`src/rtl/bus_drive_sequencer.sv`:
```
// Bus drive sequencer: queues 5-bit bus-source codes and expands each one into a
// registered one-hot drive enable, with a dead gap between successive drivers.
module bus_drive_sequencer #(
  parameter int DEPTH        = 4,
  parameter int DRIVE_CYCLES = 1,
  parameter int GAP_CYCLES   = 1
) (
  input  logic                     clk,
  input  logic                     clr,
  input  logic                     src_valid,
  input  logic [4:0]               src_code,
  output logic                     src_ready,
  output logic [31:0]              drive_en,
  output logic [4:0]               drive_code,
  output logic                     drive_valid,
  output logic                     busy,
  output logic [$clog2(DEPTH):0]   fifo_count
);

  localparam int PTR_W = $clog2(DEPTH);
  localparam int CMAX  = (DRIVE_CYCLES > GAP_CYCLES) ? DRIVE_CYCLES : GAP_CYCLES;
  localparam int TMR_W = (CMAX > 1) ? $clog2(CMAX) : 1;
  localparam logic [TMR_W-1:0] DRIVE_LOAD = TMR_W'(DRIVE_CYCLES - 1);
  localparam logic [TMR_W-1:0] GAP_LOAD   = (GAP_CYCLES > 0) ? TMR_W'(GAP_CYCLES - 1) : '0;
  localparam logic [PTR_W:0]   FULL_COUNT = (PTR_W + 1)'(DEPTH);

  typedef enum logic [1:0] {ST_IDLE, ST_DRIVE, ST_GAP} state_t;

  state_t             state_q, state_d;
  logic [TMR_W-1:0]   tmr_q, tmr_d;
  logic [31:0]        drive_en_q, drive_en_d;
  logic [4:0]         drive_code_q, drive_code_d;
  logic               drive_valid_q, drive_valid_d;
  logic [PTR_W:0]     count_q, count_d;
  logic [PTR_W-1:0]   wr_ptr_q, wr_ptr_d;
  logic [PTR_W-1:0]   rd_ptr_q, rd_ptr_d;
  logic [4:0]         mem_q [DEPTH];

  logic               push;
  logic               pop;
  logic               load;
  logic [4:0]         head_code;

  assign head_code = mem_q[rd_ptr_q];

  always_comb begin
    push          = src_valid && !clr && (count_q != FULL_COUNT);
    state_d       = state_q;
    tmr_d         = tmr_q;
    drive_en_d    = drive_en_q;
    drive_code_d  = drive_code_q;
    drive_valid_d = drive_valid_q;
    load          = 1'b0;

    case (state_q)
      ST_IDLE: load = 1'b1;
      ST_DRIVE: begin
        if (tmr_q == '0) begin
          drive_en_d    = '0;
          drive_code_d  = '0;
          drive_valid_d = 1'b0;
          if (GAP_CYCLES > 0) begin
            state_d = ST_GAP;
            tmr_d   = GAP_LOAD;
          end else begin
            load = 1'b1;
          end
        end else begin
          tmr_d = tmr_q - 1'b1;
        end
      end
      ST_GAP: begin
        if (tmr_q == '0) begin
          load = 1'b1;
        end else begin
          tmr_d = tmr_q - 1'b1;
        end
      end
      default: state_d = ST_IDLE;
    endcase

    // Loading from an empty FIFO just parks the FSM; the outputs are already zero.
    pop = load && (count_q != '0);
    if (load) begin
      if (pop) begin
        state_d       = ST_DRIVE;
        tmr_d         = DRIVE_LOAD;
        drive_en_d    = 32'd1 << head_code;
        drive_code_d  = head_code;
        drive_valid_d = 1'b1;
      end else begin
        state_d = ST_IDLE;
      end
    end

    wr_ptr_d = push ? wr_ptr_q + 1'b1 : wr_ptr_q;
    rd_ptr_d = pop  ? rd_ptr_q + 1'b1 : rd_ptr_q;
    case ({push, pop})
      2'b10:   count_d = count_q + 1'b1;
      2'b01:   count_d = count_q - 1'b1;
      default: count_d = count_q;
    endcase
  end

  always_ff @(posedge clk) begin
    if (clr) begin
      state_q       <= ST_IDLE;
      tmr_q         <= '0;
      drive_en_q    <= '0;
      drive_code_q  <= '0;
      drive_valid_q <= 1'b0;
      count_q       <= '0;
      wr_ptr_q      <= '0;
      rd_ptr_q      <= '0;
    end else begin
      state_q       <= state_d;
      tmr_q         <= tmr_d;
      drive_en_q    <= drive_en_d;
      drive_code_q  <= drive_code_d;
      drive_valid_q <= drive_valid_d;
      count_q       <= count_d;
      wr_ptr_q      <= wr_ptr_d;
      rd_ptr_q      <= rd_ptr_d;
    end
  end

  // Storage needs no reset: entries are only read once counted.
  always_ff @(posedge clk) begin
    if (push) begin
      mem_q[wr_ptr_q] <= src_code;
    end
  end

  assign src_ready   = (count_q != FULL_COUNT);
  assign drive_en    = drive_en_q;
  assign drive_code  = drive_code_q;
  assign drive_valid = drive_valid_q;
  assign busy        = (state_q != ST_IDLE) || (count_q != '0);
  assign fifo_count  = count_q;

endmodule

```
`config.mk`:
```
export PLATFORM = sky130hd
export DESIGN_NAME = bus_drive_sequencer
export DESIGN_NICKNAME = d
export VERILOG_FILES = /design/src/rtl/bus_drive_sequencer.sv
export SDC_FILE = /design/constraint.sdc
export NUM_CORES = 1
export LEC_CHECK = 0
export CAP_MARGIN = 20
export CORE_UTILIZATION = 44
export DETAILED_ROUTE_END_ITERATION = 6
export GPL_ROUTABILITY_DRIVEN = 0
export MAX_ROUTING_LAYER = met4
export PLACE_DENSITY = 0.7
export SKIP_LAST_GASP = 1
export SLEW_MARGIN = 10
export SYNTH_ARGS = -nofsm -noshare
export SYNTH_HDL_FRONTEND = slang
export SYNTH_SLANG_ARGS = --single-unit
```
`constraint.sdc`:
```
create_clock -name clk -period 3.6 [get_ports clk]
set_clock_uncertainty 0.2 [all_clocks]
set_input_delay 0.36 -clock clk [delete_from_list [all_inputs] [get_ports clk]]
set_output_delay 0.36 -clock clk [all_outputs]
set_load 0.005 [all_outputs]
```
==> summary.txt, run 1 <==
Timing
  – Relative slew slack: approximately 73%
  – RSZ-0062 raised after global routing: no
  – Max frequency: 371 MHz
  – Crit path time final: 2.69 ns
  – Setup violators final: 0
  – Setup TNS: 0 ns
  – Count of final hold-check violations: 0
  – Worst-margin pin slew: 0.408 ns
  – Tcrit/Tclk final: 74.8%
  – Final slew viol count: 0

Routing
  – Iteration-0 DRC Markers: 60
  – Remaining antenna violation count: 0
  – Routed wire per std cell: approximately 15 um
  – Vias after detailed routing: 1808
  – Via/cell ratio: 5.17
  – Detailed Route WL: 5.18 mm
  – Drc violations: 0
  – First-pass iteration count of the detailed router: 4

Layout
  – Layout cells sized above 1: 14.2%
  – P&R area growth vs syn: 27.3%
  – Filler cells: 512
  – Final net count: 288
  – Diode count: 0

Clocking
  – Reg clk slew, reported paths: 0.07 ns
  – CTS buffer count: 9
  – # clock sinks: 70
  – Root Buffer: clkbuf_8
  – Clk buf depth: 2
  – H-tree Lvls: 3
  – CTS tree: built
  – Setup bufs post-CTS: 0
  – Later-pin clock latency in the skew report: 0.35 ns
  – Post-CTS Hold Buffers: 0
  – Resized cells post-CTS: 0

Job
  – Max Cap Viol: 0

Synthesis
  – Mean post-synth cell area: 12.9 um2
  – Synth Area in Compound Gates: 15.1%
  – Post-synth design cell area: 2770 um2
  – Cell count after synthesis: 215
  – Synth area leaders: dfxtp_1 (36%), edfxtp_1 (22%), a22o_1 (7.6%)
  – Synthesized net count: 233
  – Post-Synth Simple-Gate Area: 12.8%
  – Ys Warns: 0
  – Unique masters post-synth: about 40
  – XOR/XNOR Fraction of Synth Area: between 1.5 and 2%
  – Seq/Total Area, Yosys: 57.9%
  – Largest family of logic cells by synthesized area: compound AO/OA/AOI/OAI gates
  – Synth top area share: between 30% and 40%
  – Synthesized flop and latch total: 70
  – Mux contribution to synthesized area: 4.57%
  – Cell taking the most area after synthesis: dfxtp_1
  – Synth Area in Adders: 4.79%

Min path
  – Worst hold path startpoint: drive_valid
  – Hold Crit Depth: 2
  – Worst Hold Class: flip-flop to flip-flop
  – Worst hold endpoint: drive_valid

Run status
  – Status: finished, final reports clean

GRT
  – GRT overflow: 0
  – Total Routing Usage GR: 18.1%
  – Initial antenna violation count: 0
  – Vias in the first global route: 1722
  – First-pass GRT wire length: 8.29 mm
  – Largest net degree at the start of global routing: 33

Critical path
  – CP Max Fanout: 9
  – Reg2Reg Depth: 11
  – Reg2Reg Capture Point: fifo_count[2]
  – R2R Setup Slk: 0.91 ns
  – CP Launch Type: flip-flop
  – Critical path class: flip-flop to flip-flop
  – Worst Path Required: 3.68 ns
  – Worst Path Arrival: approximately 2.8 ns
  – Reg2reg start: state_q[0]
  – Element type at the critical path end: flip-flop

Floorplan
  – Die span in x: 81.3 um
  – Initial Util: 46.2%
  – Total Die Area: approximately 6600 um2
  – Placement Rows: 28
  – Top Ports: 51
  – Die height: 81.3 um
  – Core ar.: between 5000 and 6000 um2

Power and ir drop
  – Static Leak: 0.00127 uW
  – Final Power: 2340 uW
  – Pint: between 1500 and 2000 uW
  – Sequential power share: 41.8%
  – Clk pwr share: about a quarter
  – Switch share: between 30 and 40%
  – PD cells: 665 nW/um2
  – Peak supply drop: roughly 0.00048 V
  – Logic pwr share: 32.8%
  – Net Sw Power: 784 uW

Place
  – Port buffer count: 50
  – Detail Placement HPWL: 3.75 mm
-- critical path, stage by stage, from the launching register on --
cell and delay [ns]:
dfxtp_1 0.33, inv_1 0.10, ha_1 0.19, nor2b_1 0.30, o21ai_4 0.14, inv_4 0.13
ha_1 0.20, inv_1 0.06, fa_1 0.37, xor2_1 0.16, or3_1 0.30, a21oi_1 0.14
-- per-stage QoR --
step	worst slack, ns	hold WS, ns	instances	instance area (um2)	util [%]
after floorplan	1.05	0.253	215	2770	-
after global placement	1.02	0.250	334	3340	55.7
after detailed placement	0.938	0.251	334	3340	55.7
after CTS	0.879	0.266	350	3520	58.8
after global routing	0.675	0.287	350	3520	58.8
final	0.908	0.271	350	3520	58.8
-- flip-flops by register name, summed over array words and instances, names as in the netlist, named ones only --
signal       count
state_q          2
fifo_count       3
wr_ptr_q         2
rd_ptr_q         2
tmr_q            1
mem_q           20
drive_en        32
drive_code       5
drive_valid      1
-- per-layer routing --
layer	wire length [um]	track usage [%]	share of wire, %	up-vias
li1	-	-	-	883
met1	2330	20.4	45	862
met2	2490	28.7	48	55
met3	297	7.53	5.7	8
met4	62	6.43	1.2	0
met5	0	-	0	-
-- synth_stat cells (all sizes together) --
| master | n |
|---|---|
| or2 | 1 |
| and2 | 5 |
| nand3 | 7 |
| or3b | 1 |
| buf | 4 |
| nand2 | 10 |
| o211ai | 3 |
| nor3b | 2 |
| xor2 | 3 |
| a22o | 24 |
| or3 | 2 |
| xnor2 | 2 |
| o21ai | 2 |
| a21oi | 10 |
| edfxtp | 20 |
| fa | 1 |
| a211o | 1 |
| mux2i | 1 |
| nor3 | 2 |
| and3b | 1 |
| dfxtp | 50 |
| nand2b | 5 |
| o2bb2ai | 8 |
| clkbuf | 4 |
| nor4b | 1 |
| mux4 | 5 |
| inv | 13 |
| nor2 | 17 |
| ha | 9 |
| nor2b | 1 |
-- layout make-up --
class	count	area, um2	share of cell area (%)
multi-input combinational	124	1070	30.5
sequential	70	1600	45.5
tap	75	93.8	2.66
inverter	13	51.3	1.46
clock buffer	13	170	4.83
timing repair buffer	52	515	14.6
clock inverter	3	16.3	0.462
-- logic make-up after synthesis --
logic type,count (synthesis)
flops,70
mux,6
xor+xnor,5
buf+inv,21
simple gates,55
fa+ha+maj,10
compound gates,48
-- power groups by stage --
stage | clock network (uW) | logic, uW | registers, uW
6_report | 596 | 768 | 979
5_1_grt | 641 | 850 | 992
4_1_cts | 607 | 776 | 981
3_5_place_dp | 0 | 769 | 997
3_3_place_gp | 0 | 762 | 993
2_1_floorplan | 0 | 531 | 981
-- how the worst max path moves through the flow --
stage	cells past startpoint	end	start	slack (ns)
finish	11	fifo_count[2]	state_q[0]	0.91
detailed placement	11	fifo_count[2]	state_q[0]	0.94
CTS	11	fifo_count[2]	state_q[0]	0.88
global placement	11	fifo_count[2]	state_q[0]	1.02
floorplan	10	fifo_count[2]	fifo_count[2]	1.05
global route	11	fifo_count[2]	state_q[0]	0.67
-- layout by cell type, fill, tap and decap left out, types with 2 or more instances in the layout --
| master | netlist | final |
|---|---|---|
| dfxtp_1 | 50 | 50 |
| clkdlybuf4s50_1 | 0 | 50 |
| a22o_1 | 24 | 24 |
| edfxtp_1 | 20 | 20 |
| nor2_1 | 13 | 13 |
| inv_1 | 12 | 12 |
| nand2_1 | 10 | 10 |
| a21oi_1 | 10 | 10 |
| clkbuf_8 | 0 | 10 |
| ha_1 | 9 | 9 |
| nand3_1 | 7 | 7 |
| and2_1 | 4 | 4 |
| mux4_2 | 4 | 4 |
| o2bb2ai_2 | 4 | 4 |
| o2bb2ai_1 | 4 | 4 |
| nand2b_1 | 3 | 3 |
| nor2_4 | 3 | 3 |
| o211ai_1 | 3 | 3 |
| xor2_1 | 3 | 3 |
| inv_4 | 1 | 2 |
| nor3b_4 | 2 | 2 |
| nand2b_4 | 2 | 2 |
| xnor2_1 | 2 | 2 |
| clkbuf_1 | 4 | 2 |
| clkinv_2 | 0 | 2 |
| buf_4 | 0 | 2 |
Note: power is estimated with default switching activity, not from simulation.
==> run 2, diff against run 1 <==
- PLACE_DENSITY: 0.7 -> 0.73
- clock period: 3.6 -> 2.3 ns (I/O delays scaled with it)
==> summary.txt, run 2 (synthesis results as in run 1) <==
Min path
  – Worst Hold Class: flip-flop to flip-flop
  – Worst hold endpoint: drive_valid
  – Hold Crit Depth: 2
  – Worst hold path startpoint: drive_valid

Layout
  – Diode count: 0
  – Layout cells sized above 1: 23.3%
  – Finished Layout Cells: 362
  – Leading cell types in the layout, fill and taps excluded: clkdlybuf4s50_1 (50), dfxtp_1 (45), a22o_1 (24), edfxtp_1 (20), buf_4 (13)
  – Final net count: 300
  – P&R area growth vs syn: 34.4%
  – Most common cell after layout, fill and taps aside: clkdlybuf4s50_1
  – Max reg flops: 32

Routing
  – First-pass iteration count of the detailed router: 4
  – Via/cell ratio: 5.12
  – Drc violations: 0
  – Detailed Route WL: approximately 5.4 mm
  – Remaining antenna violation count: 0
  – Vias after detailed routing: between 1500 and 2000
  – Routed wire per std cell: about 15 um
  – Iteration-0 DRC Markers: 74

Critical path
  – CP most frequent cell: inv_2
  – Critical path class: flip-flop to flip-flop
  – R2R Setup Slk: 0.008 ns
  – Worst Path Arrival: 2.37 ns
  – CP Max Fanout: 2
  – CP Cell Sequence: or3b_4 -> nand2_4 -> nor2_2 -> inv_2 -> ha_4 -> inv_2 -> fa_2 -> xor2_1 -> or3_1 -> a21oi_2
  – Crit-path max cell delay: a little under 0.4 ns
  – Reg2Reg Depth: 10
  – Element type at the critical path end: flip-flop
  – Reg2Reg Capture Point: fifo_count[2]
  – CP Launch Type: flip-flop
  – Slowest stage cell, crit path: or3b_4
  – Reg2reg start: fifo_count[2]
  – Worst Path Required: 2.38 ns

Place
  – Port buffer count: 50
  – Detail Placement HPWL: roughly 3.8 mm
  – Placed insts: around 340

Run status
  – Status: finished, final reports clean

Timing
  – Max frequency: approximately 440 MHz
  – RSZ-0062 raised after global routing: yes
  – Tcrit/Tclk final: ~100%
  – Relative slew slack: 72.5%
  – Count of final hold-check violations: 0
  – Setup violators final: 0
  – Crit path time final: 2.29 ns
  – Worst-margin pin slew: just over 0.4 ns
  – Final slew viol count: 0
  – Setup TNS: 0 ns

GRT
  – First-pass GRT wire length: roughly 8.6 mm
  – Largest net degree at the start of global routing: 33
  – Initial antenna violation count: 0
  – Most crowded layer after global routing: met2
  – Met1 GRT Util: 22.6%
  – Vias in the first global route: 1784
  – Routing usage on met3: ~5.5%
  – GRT overflow: 0
  – Total Routing Usage GR: 18.7%
  – Met2 Track Usage GR: between 20% and 30%

Power and ir drop
  – Static Leak: 0.00135 uW
  – Peak supply drop: about 0.00061 V
  – PD cells: around 1100 nW/um2

Clocking
  – H-tree Lvls: 3
  – Clk buf depth: 2
  – CTS tree: built
  – Root Buffer: clkbuf_8
  – CTS buffer count: 9
  – Post-CTS Hold Buffers: 0
  – # clock sinks: 70
  – Later-pin clock latency in the skew report: 0.35 ns
  – Reg clk slew, reported paths: about 0.070 ns

Floorplan
  – Top Ports: 51
  – Placement Rows: 28
  – Initial Util: 46.2%
  – Core ar.: roughly 6000 um2
  – Die span in x: 81.3 um
  – Total Die Area: 6610 um2
  – Die height: 81.3 um

Job
  – Max Cap Viol: 0
==> run 2: area by class of cell <==
type	count	area, um2
Clock inverter	6	85.1
Sequential cell	70	1610
Inverter	13	51.3
Clock buffer	10	138
Fill cell	501	2270
Tap cell	75	93.8
Multi-Input combinational cell	124	1120
Timing Repair Buffer	64	618
==> run 2: stage by stage <==
stage / total power [uW] / util (%) / instance area, um2 / hold WS [ns] / worst slack [ns]
global placement: 2900 / 57.7 / 3460 / 0.245 / 0.0134
detailed placement: 2930 / 57.7 / 3460 / 0.250 / -0.0228
global route: 4250 / 62.1 / 3720 / 0.292 / -0.0655
floorplan: 2410 / - / 2810 / 0.129 / 0.0130
CTS: 4040 / 61.9 / 3710 / 0.264 / 0.00246
finish: 4020 / 62.1 / 3720 / 0.265 / 0.00810
==> run 2: how the worst max path moves through the flow <==
stage,startpoint,to,slack [ns],cells after the start
5_1_grt,state_q[0],fifo_count[2],-0.07,11
3_5_place_dp,clr,fifo_count[2],-0.02,9
2_1_floorplan,fifo_count[2],fifo_count[2],0.01,10
4_1_cts,fifo_count[0],fifo_count[2],0.002,10
3_3_place_gp,clr,fifo_count[2],0.01,9
6_report,fifo_count[2],fifo_count[2],0.008,10
==> run 2: where the power goes <==
group	switching [uW]	total (uW)	internal [uW]
clock	453	1090	636
sequential	100	1530	1430
combinational	732	1400	669
total	1290	4020	2730
==> run 2: critical path, delay by kind of cell (launching register included) <==
| family | cells | cell delay (ns) |
|---|---|---|
| XOR/XNOR | 1 | 0.15 |
| adder cells (fa/ha/maj) | 2 | 0.45 |
| flip-flops | 1 | 0.34 |
| AO/OA/AOI/OAI | 1 | 0.14 |
| AND/OR/NAND/NOR | 4 | 0.83 |
| buffers and inverters | 2 | 0.10 |
==> run 2: per-layer routing <==
layer / part of all wire (%) / up-vias / wire length [um]
met4: 2.1 / 0 / 114
met1: 46 / 869 / 2450
li1: - / 914 / -
met3: 5.8 / 9 / 311
met2: 46 / 62 / 2500
met5: 0 / - / 0
==> run 2: timing repair <==
| item | CTS | global route |
|---|---|---|
| gates resized for setup | 3 | 3 |
| pin swaps | 2 | 3 |
| setup endpoints to repair | 1 | 3 |
| setup buffers | 3 | 0 |
==> run 3, diff against run 2 <==
- PLACE_DENSITY: 0.73 -> 0.82
==> summary.txt, run 3 (synthesis results as in run 1) <==
Power and ir drop
  – Static Leak: 0.00132 uW
  – Peak supply drop: 0.000628 V
  – PD cells: 1040 nW/um2

Critical path
  – Slowest stage cell, crit path: or3b_4
  – CP Launch Type: flip-flop
  – Crit-path max cell delay: 0.42 ns
  – Critical path class: flip-flop to flip-flop
  – Reg2reg start: fifo_count[0]
  – Reg2Reg Depth: 10
  – Element type at the critical path end: flip-flop
  – Reg2Reg Capture Point: fifo_count[2]
  – R2R Setup Slk: 0.004 ns
  – Worst Path Arrival: 2.37 ns
  – Worst Path Required: 2.37 ns
  – CP Cell Sequence: or3b_4 -> nand2_4 -> nor2_2 -> inv_2 -> ha_4 -> inv_1 -> fa_2 -> xor2_1 -> or3_1 -> a21oi_2
  – CP Max Fanout: 3

Routing
  – Vias after detailed routing: 1874
  – Remaining antenna violation count: 0
  – Drc violations: 0
  – Via/cell ratio: 5.22
  – Routed wire per std cell: 15.2 um
  – Detailed Route WL: 5.44 mm
  – Iteration-0 DRC Markers: 71
  – First-pass iteration count of the detailed router: 4

Layout
  – Most common cell after layout, fill and taps aside: clkdlybuf4s50_1
  – Final net count: 297
  – Diode count: 0
  – Core Util, Final: between 60% and 70%
  – Leading cell types in the layout, fill and taps excluded: clkdlybuf4s50_1 (50), dfxtp_1 (46), a22o_1 (24), edfxtp_1 (20), nor2_1 (12)
  – Max reg flops: 32
  – Layout cells sized above 1: between 20 and 25%
  – P&R area growth vs syn: 32.1%

Timing
  – Count of final hold-check violations: 0
  – Final slew viol count: 0
  – Hold Worst Slack: 0.267 ns
  – Worst-margin pin slew: approximately 0.44 ns
  – Crit path time final: approximately 2.3 ns
  – Tcrit/Tclk final: 99.8%
  – Setup violators final: 0
  – RSZ-0062 raised after global routing: yes
  – Max frequency: 435 MHz
  – Relative slew slack: 70.9%

Run status
  – Status: finished, final reports clean

Job
  – Max Cap Viol: 0

Clocking
  – Root Buffer: clkbuf_8
  – Post-CTS Hold Buffers: 0
  – Reg clk slew, reported paths: 0.07 ns
  – CTS buffer count: 9
  – # clock sinks: 70
  – Later-pin clock latency in the skew report: 0.34 ns
  – Clk buf depth: 2
  – H-tree Lvls: 3
  – CTS tree: built

Min path
  – Hold Crit Depth: 1
  – Worst hold endpoint: drive_en[20]
  – Worst Hold Class: flip-flop to flip-flop
  – Worst hold path startpoint: drive_en[20]

Place
  – Detail Placement HPWL: between 3 and 4 mm
  – Port buffer count: 50

GRT
  – Vias in the first global route: approximately 1800
  – Total Routing Usage GR: between 10% and 20%
  – Met2 Track Usage GR: 29.7%
  – Initial antenna violation count: 0
  – Routing usage on met3: 4.04%
  – Met1 GRT Util: between 20% and 30%
  – First-pass GRT wire length: approximately 8.7 mm
  – Largest net degree at the start of global routing: 33
  – GRT overflow: 0
  – Most crowded layer after global routing: met2

Floorplan
  – Die height: 81.3 um
  – Top Ports: 51
  – Total Die Area: ~6600 um2
  – Die span in x: 81.3 um
  – Placement Rows: 28
  – Core ar.: about 6000 um2
  – Initial Util: 46.2%
-- run 3: cell count changes in the layout (fill, tap and decap cells not counted), sizes merged --
cell | previous run | this run
inv | 13 | 15
bufinv | 2 | 0
buf | 14 | 11
-- run 3: final cells by class --
cell class                      instances  area [um2]
Multi-Input combinational cell        124        1120
Clock inverter                          6        45.0
Fill cell                             457        2340
Sequential cell                        70        1610
Tap cell                               75        93.8
Inverter                               13        51.3
Clock buffer                           10         138
Timing Repair Buffer                   61         596
-- run 3: critical path: cells and delay by family (launching register included) --
family | cells | cell delay (ns)
buf+inv | 2 | 0.11
simple gates | 4 | 0.89
xor+xnor | 1 | 0.15
compound gates | 1 | 0.11
fa+ha+maj | 2 | 0.45
flops | 1 | 0.32
-- run 3: worst max path at each step --
stage | startpoint | to | slack [ns] | cells past startpoint
floorplan | fifo_count[2] | fifo_count[2] | 0.01 | 10
global placement | src_valid | fifo_count[2] | 0.04 | 10
detailed placement | fifo_count[1] | fifo_count[2] | -0.008 | 10
CTS | state_q[0] | fifo_count[2] | 0.003 | 11
global route | fifo_count[0] | fifo_count[2] | -0.08 | 10
finish | fifo_count[0] | fifo_count[2] | 0.004 | 10
-- run 3: report_power, final --
part	total [uW]	internal, uW	switching [uW]
logic	1390	658	735
clock network	892	426	466
registers	1530	1430	102
total	3810	2510	1300
-- run 3: what timing repair did --
action                     CTS  global route
pin swaps                    2             0
gates resized for setup      1             3
buffers inserted             1             1
setup endpoints to repair    1             2
-- run 3: per-layer routing --
| layer | wire length, um | up-vias | share of wire [%] |
|---|---|---|---|
| met4 | 100 | 0 | 1.8 |
| met2 | 2710 | 52 | 50 |
| met5 | 0 | - | 0 |
| li1 | - | 915 | - |
| met1 | 2420 | 898 | 44 |
| met3 | 213 | 9 | 3.9 |
-- run 3: stage by stage --
step / TNS (ns) / cells / worst slack [ns] / power, uW / area, um2
after floorplan: 0 / 215 / 0.0130 / 2410 / 2810
after detailed placement: -0.00817 / 341 / -0.00817 / 2920 / 3440
after CTS: 0 / 358 / 0.00257 / 3820 / 3630
after global routing: -0.120 / 359 / -0.0832 / 4030 / 3650
final: 0 / 359 / 0.00367 / 3810 / 3650
after global placement: 0 / 341 / 0.0439 / 2880 / 3440
